==> config.mk <==
export PLATFORM = sky130hd
export DESIGN_NAME = imm_extend_pfx
export DESIGN_NICKNAME = d
export VERILOG_FILES = /design/src/rtl/imm_extend_pfx_pkg.sv /design/src/rtl/imm_ext_comb.sv /design/src/rtl/imm_extend_pfx.sv
export SDC_FILE = /design/constraint.sdc
export NUM_CORES = 1
export LEC_CHECK = 0
export CAP_MARGIN = 20
export CORE_MARGIN = 5
export CORE_UTILIZATION = 50
export CTS_BUF_LIST = sky130_fd_sc_hd__clkbuf_8 sky130_fd_sc_hd__clkbuf_16
export DETAILED_ROUTE_END_ITERATION = 6
export PLACE_DENSITY_LB_ADDON = 0.12
export SLEW_MARGIN = 20
export SYNTH_ARGS = -nofsm -noshare
export SYNTH_HDL_FRONTEND = slang
export SYNTH_HIERARCHICAL = 1
export SYNTH_SLANG_ARGS = --single-unit
==> constraint.sdc <==
create_clock -name clk -period 3.1 [get_ports clk]
set_input_delay 0.62 -clock clk [delete_from_list [all_inputs] [get_ports clk]]
set_output_delay 0.62 -clock clk [all_outputs]
set_load 0.1 [all_outputs]
==> src/rtl/imm_extend_pfx_pkg.sv <==
// Immediate-source encodings and default width for the decode-stage immediate extender.
// Pure declarations: no logic, no latency, no flow control.
package imm_pkg;

  localparam int DATA_W_DEFAULT = 19;

  localparam logic [2:0] IMM_NONE = 3'd0;
  localparam logic [2:0] IMM_A    = 3'd1;
  localparam logic [2:0] IMM_B    = 3'd2;
  localparam logic [2:0] IMM_C    = 3'd3;
  localparam logic [2:0] IMM_PFX  = 3'd4;

endpackage

==> src/rtl/imm_ext_comb.sv <==
// Format select and sign/zero extension of the Decode immediate; prefix concatenation for format C.
// Combinational, zero latency, no flow control; zero extension only when IMM_ZEXT_EN is defined.
module imm_ext_comb
  import imm_pkg::*;
#(
  parameter int DATA_W    = DATA_W_DEFAULT,
  parameter int IMM_A_W   = 11,
  parameter int IMM_B_LSB = 3,
  parameter int IMM_C_W   = 8,
  parameter int PFX_W     = DATA_W - IMM_C_W
) (
  input  logic [DATA_W-1:0] instr,
  input  logic [2:0]        immsrc,
  input  logic              pfx_pending,
  input  logic [PFX_W-1:0]  pfx_val,
`ifdef IMM_ZEXT_EN
  input  logic              uns,
`endif
  output logic [DATA_W-1:0] imm_ext,
  output logic              pfx_use
);

  logic              zext;
  logic [IMM_A_W-1:0] fld_a;
  logic [IMM_A_W-1:0] fld_b;
  logic [IMM_C_W-1:0] fld_c;
  logic               unused_instr;

`ifdef IMM_ZEXT_EN
  assign zext = uns;
`else
  assign zext = 1'b0;
`endif

  assign fld_a = instr[IMM_A_W-1:0];
  assign fld_b = instr[IMM_B_LSB+IMM_A_W-1:IMM_B_LSB];
  assign fld_c = instr[IMM_C_W-1:0];

  // Upper instruction bits are opcode space, never part of any immediate field.
  assign unused_instr = ^instr;

  assign pfx_use = (immsrc == IMM_C) && pfx_pending;

  always_comb begin
    imm_ext = '0;
    case (immsrc)
      IMM_A:   imm_ext = {{(DATA_W-IMM_A_W){fld_a[IMM_A_W-1] & ~zext}}, fld_a};
      IMM_B:   imm_ext = {{(DATA_W-IMM_A_W){fld_b[IMM_A_W-1] & ~zext}}, fld_b};
      IMM_C: begin
        if (pfx_pending) imm_ext = {pfx_val, fld_c};
        else             imm_ext = {{(DATA_W-IMM_C_W){fld_c[IMM_C_W-1] & ~zext}}, fld_c};
      end
      default: imm_ext = '0;
    endcase
  end

endmodule

==> src/rtl/imm_extend_pfx.sv <==
// Decode immediate extender with PFX upper-bits prefix; registered into Execute, 1-cycle latency.
// stallD holds Execute and prefix state, flushE bubbles Execute, flushD drops the prefix; IMM_ZEXT_EN adds unsD.
module imm_extend_pfx
  import imm_pkg::*;
#(
  parameter int DATA_W    = DATA_W_DEFAULT,
  parameter int IMM_A_W   = 11,
  parameter int IMM_B_LSB = 3,
  parameter int IMM_C_W   = 8
) (
  input  logic              clk,
  input  logic              rst_n,
  input  logic              stallD,
  input  logic              flushD,
  input  logic              flushE,
  input  logic [DATA_W-1:0] instrD,
  input  logic [2:0]        immsrcD,
`ifdef IMM_ZEXT_EN
  input  logic              unsD,
`endif
  output logic [DATA_W-1:0] imm_extE,
  output logic              pfx_usedE,
  output logic              pfx_pending
);

  localparam int PFX_W = DATA_W - IMM_C_W;

  logic [PFX_W-1:0]  pfx_reg;
  logic [DATA_W-1:0] ext_d;
  logic              pfx_use_d;

  imm_ext_comb #(
    .DATA_W    (DATA_W),
    .IMM_A_W   (IMM_A_W),
    .IMM_B_LSB (IMM_B_LSB),
    .IMM_C_W   (IMM_C_W),
    .PFX_W     (PFX_W)
  ) u_ext (
    .instr       (instrD),
    .immsrc      (immsrcD),
    .pfx_pending (pfx_pending),
    .pfx_val     (pfx_reg),
`ifdef IMM_ZEXT_EN
    .uns         (unsD),
`endif
    .imm_ext     (ext_d),
    .pfx_use     (pfx_use_d)
  );

  // flushE outranks stallD so a load-use bubble still reaches Execute.
  always_ff @(posedge clk) begin
    if (!rst_n) begin
      imm_extE  <= '0;
      pfx_usedE <= 1'b0;
    end else if (flushE) begin
      imm_extE  <= '0;
      pfx_usedE <= 1'b0;
    end else if (!stallD) begin
      imm_extE  <= ext_d;
      pfx_usedE <= pfx_use_d;
    end
  end

  // Any non-PFX instruction leaving Decode consumes or discards the prefix.
  always_ff @(posedge clk) begin
    if (!rst_n || flushD) begin
      pfx_reg     <= '0;
      pfx_pending <= 1'b0;
    end else if (!stallD) begin
      if (immsrcD == IMM_PFX) begin
        pfx_reg     <= instrD[PFX_W-1:0];
        pfx_pending <= 1'b1;
      end else begin
        pfx_pending <= 1'b0;
      end
    end
  end

endmodule

==> out/results.tsv <==
stage	metric	value	unit
worst_setup_path	rrSetupSlack	1560	ps
logic_synthesis	synthDistinctLibCells	21	
logic_synthesis	yosysTopAreaCell	dfxtp_1	
clock_tree	insertion_delay	280	ps
worst_setup_path	path_class	in2reg	
worst_setup_path	critPathMaxFanout	15	
sta	hold_viol	0	
sta	period_needed	2160	ps
worst_setup_path	r2r_end	imm_extE[11]$_SDFFE_PP0N_	
worst_setup_path	r2r_cells	4	
final_layout	largest_reg_flops	19	
drt	route.detailed.drc	0	
clock_tree	postCtsResizedCells	0	
placed_design	dp_hpwl	3.054	mm
final_layout	nNetsFinal	247	
drt	antenna_left	0	
job	max-cap-violations	0	
min_path	min_delay_path_depth	2	
global_route	grt_pass1_vias	1431	
logic_synthesis	synth_async_sr_flop_share	0	
worst_setup_path	cp_num_buf_inv	1	
final_layout	layout-drive-gt1-share	0.2036	
worst_setup_path	r2r_start	pfx_pending$_SDFFE_PP0N_	
placed_design	gp_congestion	0.7801	
worst_setup_path	cp_num_cells	5	
worst_setup_path	cp.arrival	2370	ps
sta	fin_crit_sh	0.6968	
final_layout	final_area	2276	µm²
global_route	antenna_found_initial	0	
power_and_ir_drop	leakagePower	0.9129	nW
drt	vias_per_cell	5.297	
clock_tree	clkTransAtPathRegs	70	ps
power_and_ir_drop	peakVddDrop	0.0002581	V
sta	finalMaxSlewViolations	0	
drt	dr_total_vias	1425	
clock_tree	cts_max_level	2	
global_route	gr-total-overflow	0	
final_layout	mostFrequentLayoutCell	mux2i_1	
drt	wirelength	4.100	mm
logic_synthesis	syn_avg_cell_area	9.935	µm²
drt	drt_pre_antenna_iters	4	
global_route	grt_max_degree	25	
clock_tree	clock-sinks	32	
clock_tree	holdBufCountCts	0	
final_layout	final_cell_mix	42 x mux2i_1, 32 x dfxtp_1, 30 x nand3b_1, 26 x buf_4	
sta	finalSetupViolations	0	
logic_synthesis	ys_seq_elements	32	
worst_setup_path	critical_path_required	3310	ps
worst_setup_path	path_cells	clkdlybuf4s50_1 -> nand4bb_1 -> o211ai_1 -> mux2i_1 -> nor2_1	
worst_setup_path	endpoint_kind	flip-flop	
logic_synthesis	synth_top_area_frac	0.3504	
die	die_h	70.47	µm
die	ios	48	
sta	fmax	462.9	MHz
worst_setup_path	critPathLaunchType	primary input	
sta	setup_tns	0	ps
die	coreArea	3606	µm²
die	die_w	70.47	µm
clock_tree	clockBufferDepth	2	
worst_setup_path	crit_slowest_cell	clkdlybuf4s50_1	
power_and_ir_drop	powerDensity	430.6	nW/µm²
logic_synthesis	synth.top_cells.by_area	dfxtp_1 35%, mux2i_1 23%, nand3b_1 12%	
global_route	grt_usage	0.1737	
die	die_area	4965	µm²
logic_synthesis	synth_warnings	6	
logic_synthesis	synth_edf_count	0	
run_status	status	completed	
drt	drt_iter0_drc	55	
sta	fin_skew	3.297	ps
clock_tree	cts_made_buffers	5	
final_layout	syn2layout_area_growth	24.50	%
sta	rsz0062_at_grt	no	
worst_setup_path	critPathMaxStageDelay	660	ps
die	initial_utilization	0.5069	
clock_tree	root_buffer	clkbuf_8	
drt	wl_per_cell	15.24	µm
logic_synthesis	yosysSeqAreaShare	0.3504	
sta	slew_headroom	0.5226	
placed_design	placed_area	2168	µm²
clock_tree	cts_tree	done	
sta	worstMarginPinSlew	716.1	ps
logic_synthesis	synth_nets	211	
global_route	grt_pass1_wl	6.858	mm
logic_synthesis	netlist_area	1828	µm²
worst_setup_path	crit_path_start	immsrcD[2]	
logic_synthesis	synth_flop_cell	dfxtp_1	
clock_tree	post_cts_buffers	0	
worst_setup_path	cp_top_family	simple AND/OR/NAND/NOR gates	
logic_synthesis	netlist_instances	184	
min_path	hp-class	reg2reg	
placed_design	io_buffers	42	
final_layout	diodes	0	
worst_setup_path	worst_setup_path_endpoint	imm_extE[18]$_SDFFE_PP0N_	
die	rows	22	
-- tightest hold or removal path, stage by stage, from the launching register on --
cell and delay, ps:
dfxtp_1 310, nand3b_1 80, mux2i_1 60
-- power by group --
group / internal [mW] / total [mW] / switching [mW] / leakage [nW]
Clock: 0.235 / 0.388 / 0.153 / 0.0593
Combinational: 0.0717 / 0.172 / 0.0999 / 0.595
Sequential: 0.417 / 0.421 / 0.00384 / 0.258
-- final cells by class --
class,count,area [µm²]
sequential,32,640.6
clock inverter,3,38.79
multi-input combinational,132,1055
timing repair buffer,47,405.4
clock buffer,5,68.82
tap,48,60.06
fill,321,1330
inverter,2,7.507
-- cells in the mapped netlist (2+ instances only) --
cell / instances
nor2_1: 21
o211ai_1: 2
clkbuf_1: 6
o211ai_2: 7
o221ai_2: 2
mux2i_1: 42
buf_2: 4
nand3b_1: 30
inv_1: 2
buf_4: 2
nand4bb_1: 4
dfxtp_1: 32
buf_6: 6
nand2_1: 10
a21oi_1: 8
-- kinds of logic after synthesis --
logic type      after synthesis  synth area share
compound gates               20           0.09993
buf+inv                      20           0.07255
flops                        32            0.3504
mux                          42            0.2300
simple gates                 70            0.2471
-- how the worst min path moves through the flow --
stage                                         end                    start
after global routing      pfx_reg[3]$_SDFFE_PP0P_  pfx_reg[3]$_SDFFE_PP0P_
after floorplan           pfx_reg[0]$_SDFFE_PP0P_  pfx_reg[0]$_SDFFE_PP0P_
after global placement    pfx_reg[7]$_SDFFE_PP0P_  pfx_reg[7]$_SDFFE_PP0P_
after CTS                 pfx_reg[5]$_SDFFE_PP0P_  pfx_reg[5]$_SDFFE_PP0P_
final                     pfx_reg[5]$_SDFFE_PP0P_  pfx_reg[5]$_SDFFE_PP0P_
after detailed placement  pfx_reg[5]$_SDFFE_PP0P_  pfx_reg[5]$_SDFFE_PP0P_
-- per-stage QoR --
step	total power, mW	hold slack, ps	worst slack (ps)	instances	util
final	0.9799	490.8	939.8	269	0.6312
after global routing	1.015	525.4	775.3	269	0.6312
after CTS	0.9883	492.8	949.6	269	0.6312
after detailed placement	0.6012	480.6	673.1	261	0.6013
after global placement	0.5980	477.9	706.8	261	0.6013
after floorplan	0.5493	461.8	1235	184	-
-- metal layers --
| layer | vias to the layer above | GRT usage | routed length (µm) |
|---|---|---|---|
| li1 | 723 | - | - |
| met1 | 653 | 0.2088 | 1817 |
| met2 | 40 | 0.2869 | 1986 |
| met3 | 9 | 0.04748 | 214 |
| met4 | 0 | 0.07660 | 81 |
| met5 | - | 0 | 0 |
(Power assumes the default switching activity.)
==> patch (config.mk and constraints unchanged) <==
Set the package constant `DATA_W_DEFAULT` to 23 (it was 19).
--- a/src/rtl/imm_extend_pfx_pkg.sv
+++ b/src/rtl/imm_extend_pfx_pkg.sv
@@ -2,7 +2,7 @@
 // Pure declarations: no logic, no latency, no flow control.
 package imm_pkg;
 
-  localparam int DATA_W_DEFAULT = 19;
+  localparam int DATA_W_DEFAULT = 23;
 
   localparam logic [2:0] IMM_NONE = 3'd0;
   localparam logic [2:0] IMM_A    = 3'd1;
Ports: changed (resized imm_extE and instrD); port bits go from 48 to 56. No check against the original RTL was run, so the function may have changed too.
==> patch against the unedited design <==
Count of clock-buffer cells in the layout did not move. First-iteration DRC count rose by 110%. Core utilization fell by 1.2 points. Global-route usage rose by 0.37 points. Clock power fell by 17%. Synthesized area rose by 20%. Register-to-register slack improved by 0.12 ns. Total power rose by 7.2%. Sequential cell count rose by 8. Critical path depth rose by 1. Worst setup slack improved by 0.089 ns. Via count rose by 25%. Wire length rose by 24%. Cell area rose by 18%.
==> patch: results (changes against the unedited design) <==
* Status: finished clean
* Max incr delay on CP at 0.68 ns (+0.02 ns)
* Flop2flop setup slack at 1.68 ns (+0.12 ns)
* Clock-cell share at 2.90% (-1.8 points)
* Initial DRC Count at 115 (+110%)
* First-pass GRT wire length at 8490 um (+24%)
* Synthesized net count at 258 (+22%)
* CP Max Fanout at 16 (+1)
* Final net count at 297 (+20%)
* Vias post-DR at 1777 (+25%)
* Worst R2R End: imm_extE[8]
* Tot GR Track Use at 17.7% (+0.37 points)
* Met3 wire len at 300 um (+40%)
* Number of clock buffers in the layout at 5 (unchanged)
* Vias in the first global route at 1682 (+18%)
* Bufs w/o clock at 57 (+21%)
* 1st-pass router iterations at 4 (unchanged)
* Met2 WL at 2420 um (+22%)
* Complex-gate fraction of the synthesized area at 8.08% (-1.9 points)
* Clock Sinks at 40 (+25%)
* RD Place Congestion at 0.793 (+1.7%)
* Cell Count, Final, Fillers Out at 318 (+18%)
* Antenna Nets Post-Route at 0 (unchanged)
* DRC viols at 0 (unchanged)
* Seq. cell area at 801 um^2 (+25%)
* Non-clock buffers, area share at 18.0% (+0.23 points)
* Max reg flops at 23 (+4)
* Post-DP HPWL at 3600 um (+18%)
* Global-route met3 utilization at 4.73% (-0.020 points)
* Mapped Cells at 227 (+23%)
* Area of the multi-input gates at 1240 um^2 (+18%)
* Synth top area cells: dfxtp_1, mux2i_1, nand3b_1
* Worst Skew at 0.00495 ns (+0.00165 ns)
* Psw at 0.298 mW (+16%)
* Synth top cells by count: mux2i_1, dfxtp_1, nand3b_1
* Worst Path Arrival at 2.29 ns (-0.08 ns)
* DRT met1 WL at 2300 um (+27%)
* Hold WC Path Type: flip-flop to flip-flop
* Post-synth cell types at 23 (+9.5%)
* Met2 Track Usage GR at 27.4% (-1.3 points)
* Largest net degree at the start of global routing at 32 (+28%)
* Max_slew headroom at 37.1% (-15 points)
* Layout fillers at 400 (+25%)
* Hold path startpoint: pfx_reg[12]
* Pre-CTS setup slack at 0.722 ns (+0.0489 ns)
* Layout cell share with drive strength beyond 1 at 17.3% (-3.1 points)
* Sequential area share after synthesis at 36.4% (+1.4 points)
* CP delay by family, top: buffers and inverters
* Multi-In Gates at 160 (+21%)
* PortBufs at 47 (+12%)
* Routed WL at 5100 um (+24%)
* Peak supply drop at 0.206 mV (-20%)
* Cells on worst reg2reg path at 5 (+1)
* Endpoint of the worst hold path: pfx_reg[12]
* M1 GR Usage at 24.2% (+3.3 points)
* Leak at 1.04 nW (+14%)
-- patch: cell count changes in the layout (fill, tap and decap cells not counted), sizes merged --
cell           unedited run  this run
nand3b                   31        39
or4bb                     0         1
clkdlybuf4s50            21        22
o211ai                    9        13
nand4bb                   4         3
buf                      26        35
bufinv                    1         0
mux2i                    42        54
nor2                     21        25
dfxtp                    32        40
-- patch: per-stage QoR --
step	hold slack, ns	instance area (um^2)
2_1_floorplan	0.462	2200
3_3_place_gp	0.475	2600
3_5_place_dp	0.483	2600
4_1_cts	0.494	2680
5_1_grt	0.520	2680
6_report	0.496	2680
-- patch: logic make-up after synthesis --
| logic type | after synthesis |
|---|---|
| AO/OA/AOI/OAI | 24 |
| multiplexers | 54 |
| flip-flops | 40 |
| buffers and inverters | 27 |
| AND/OR/NAND/NOR | 82 |
-- patch: worst max-delay path by stage --
| stage | slack (ns) | start | to |
|---|---|---|---|
| finish | 1.03 | immsrcD[0] | imm_extE[19] |
| global route | 0.92 | immsrcD[0] | imm_extE[17] |
| detailed placement | 0.72 | immsrcD[0] | imm_extE[19] |
| global placement | 0.73 | immsrcD[0] | imm_extE[19] |
| floorplan | 1.09 | pfx_pending | imm_extE[10] |
| CTS | 1.03 | immsrcD[0] | imm_extE[19] |
-- patch: power by group through the flow --
stage	registers, mW	logic, mW	clock network [mW]
after floorplan	0.577	0.0996	0
after global placement	0.536	0.202	0
after detailed placement	0.537	0.203	0
after CTS	0.524	0.204	0.335
after global routing	0.525	0.217	0.362
final	0.524	0.203	0.323
-- patch: worst reg2reg max path: stages (launching register included) --
cell and delay [ns]:
dfxtp_1 0.34, buf_4 0.29, mux2i_1 0.30, o221ai_2 0.16
mux2i_1 0.14, nor2_1 0.05
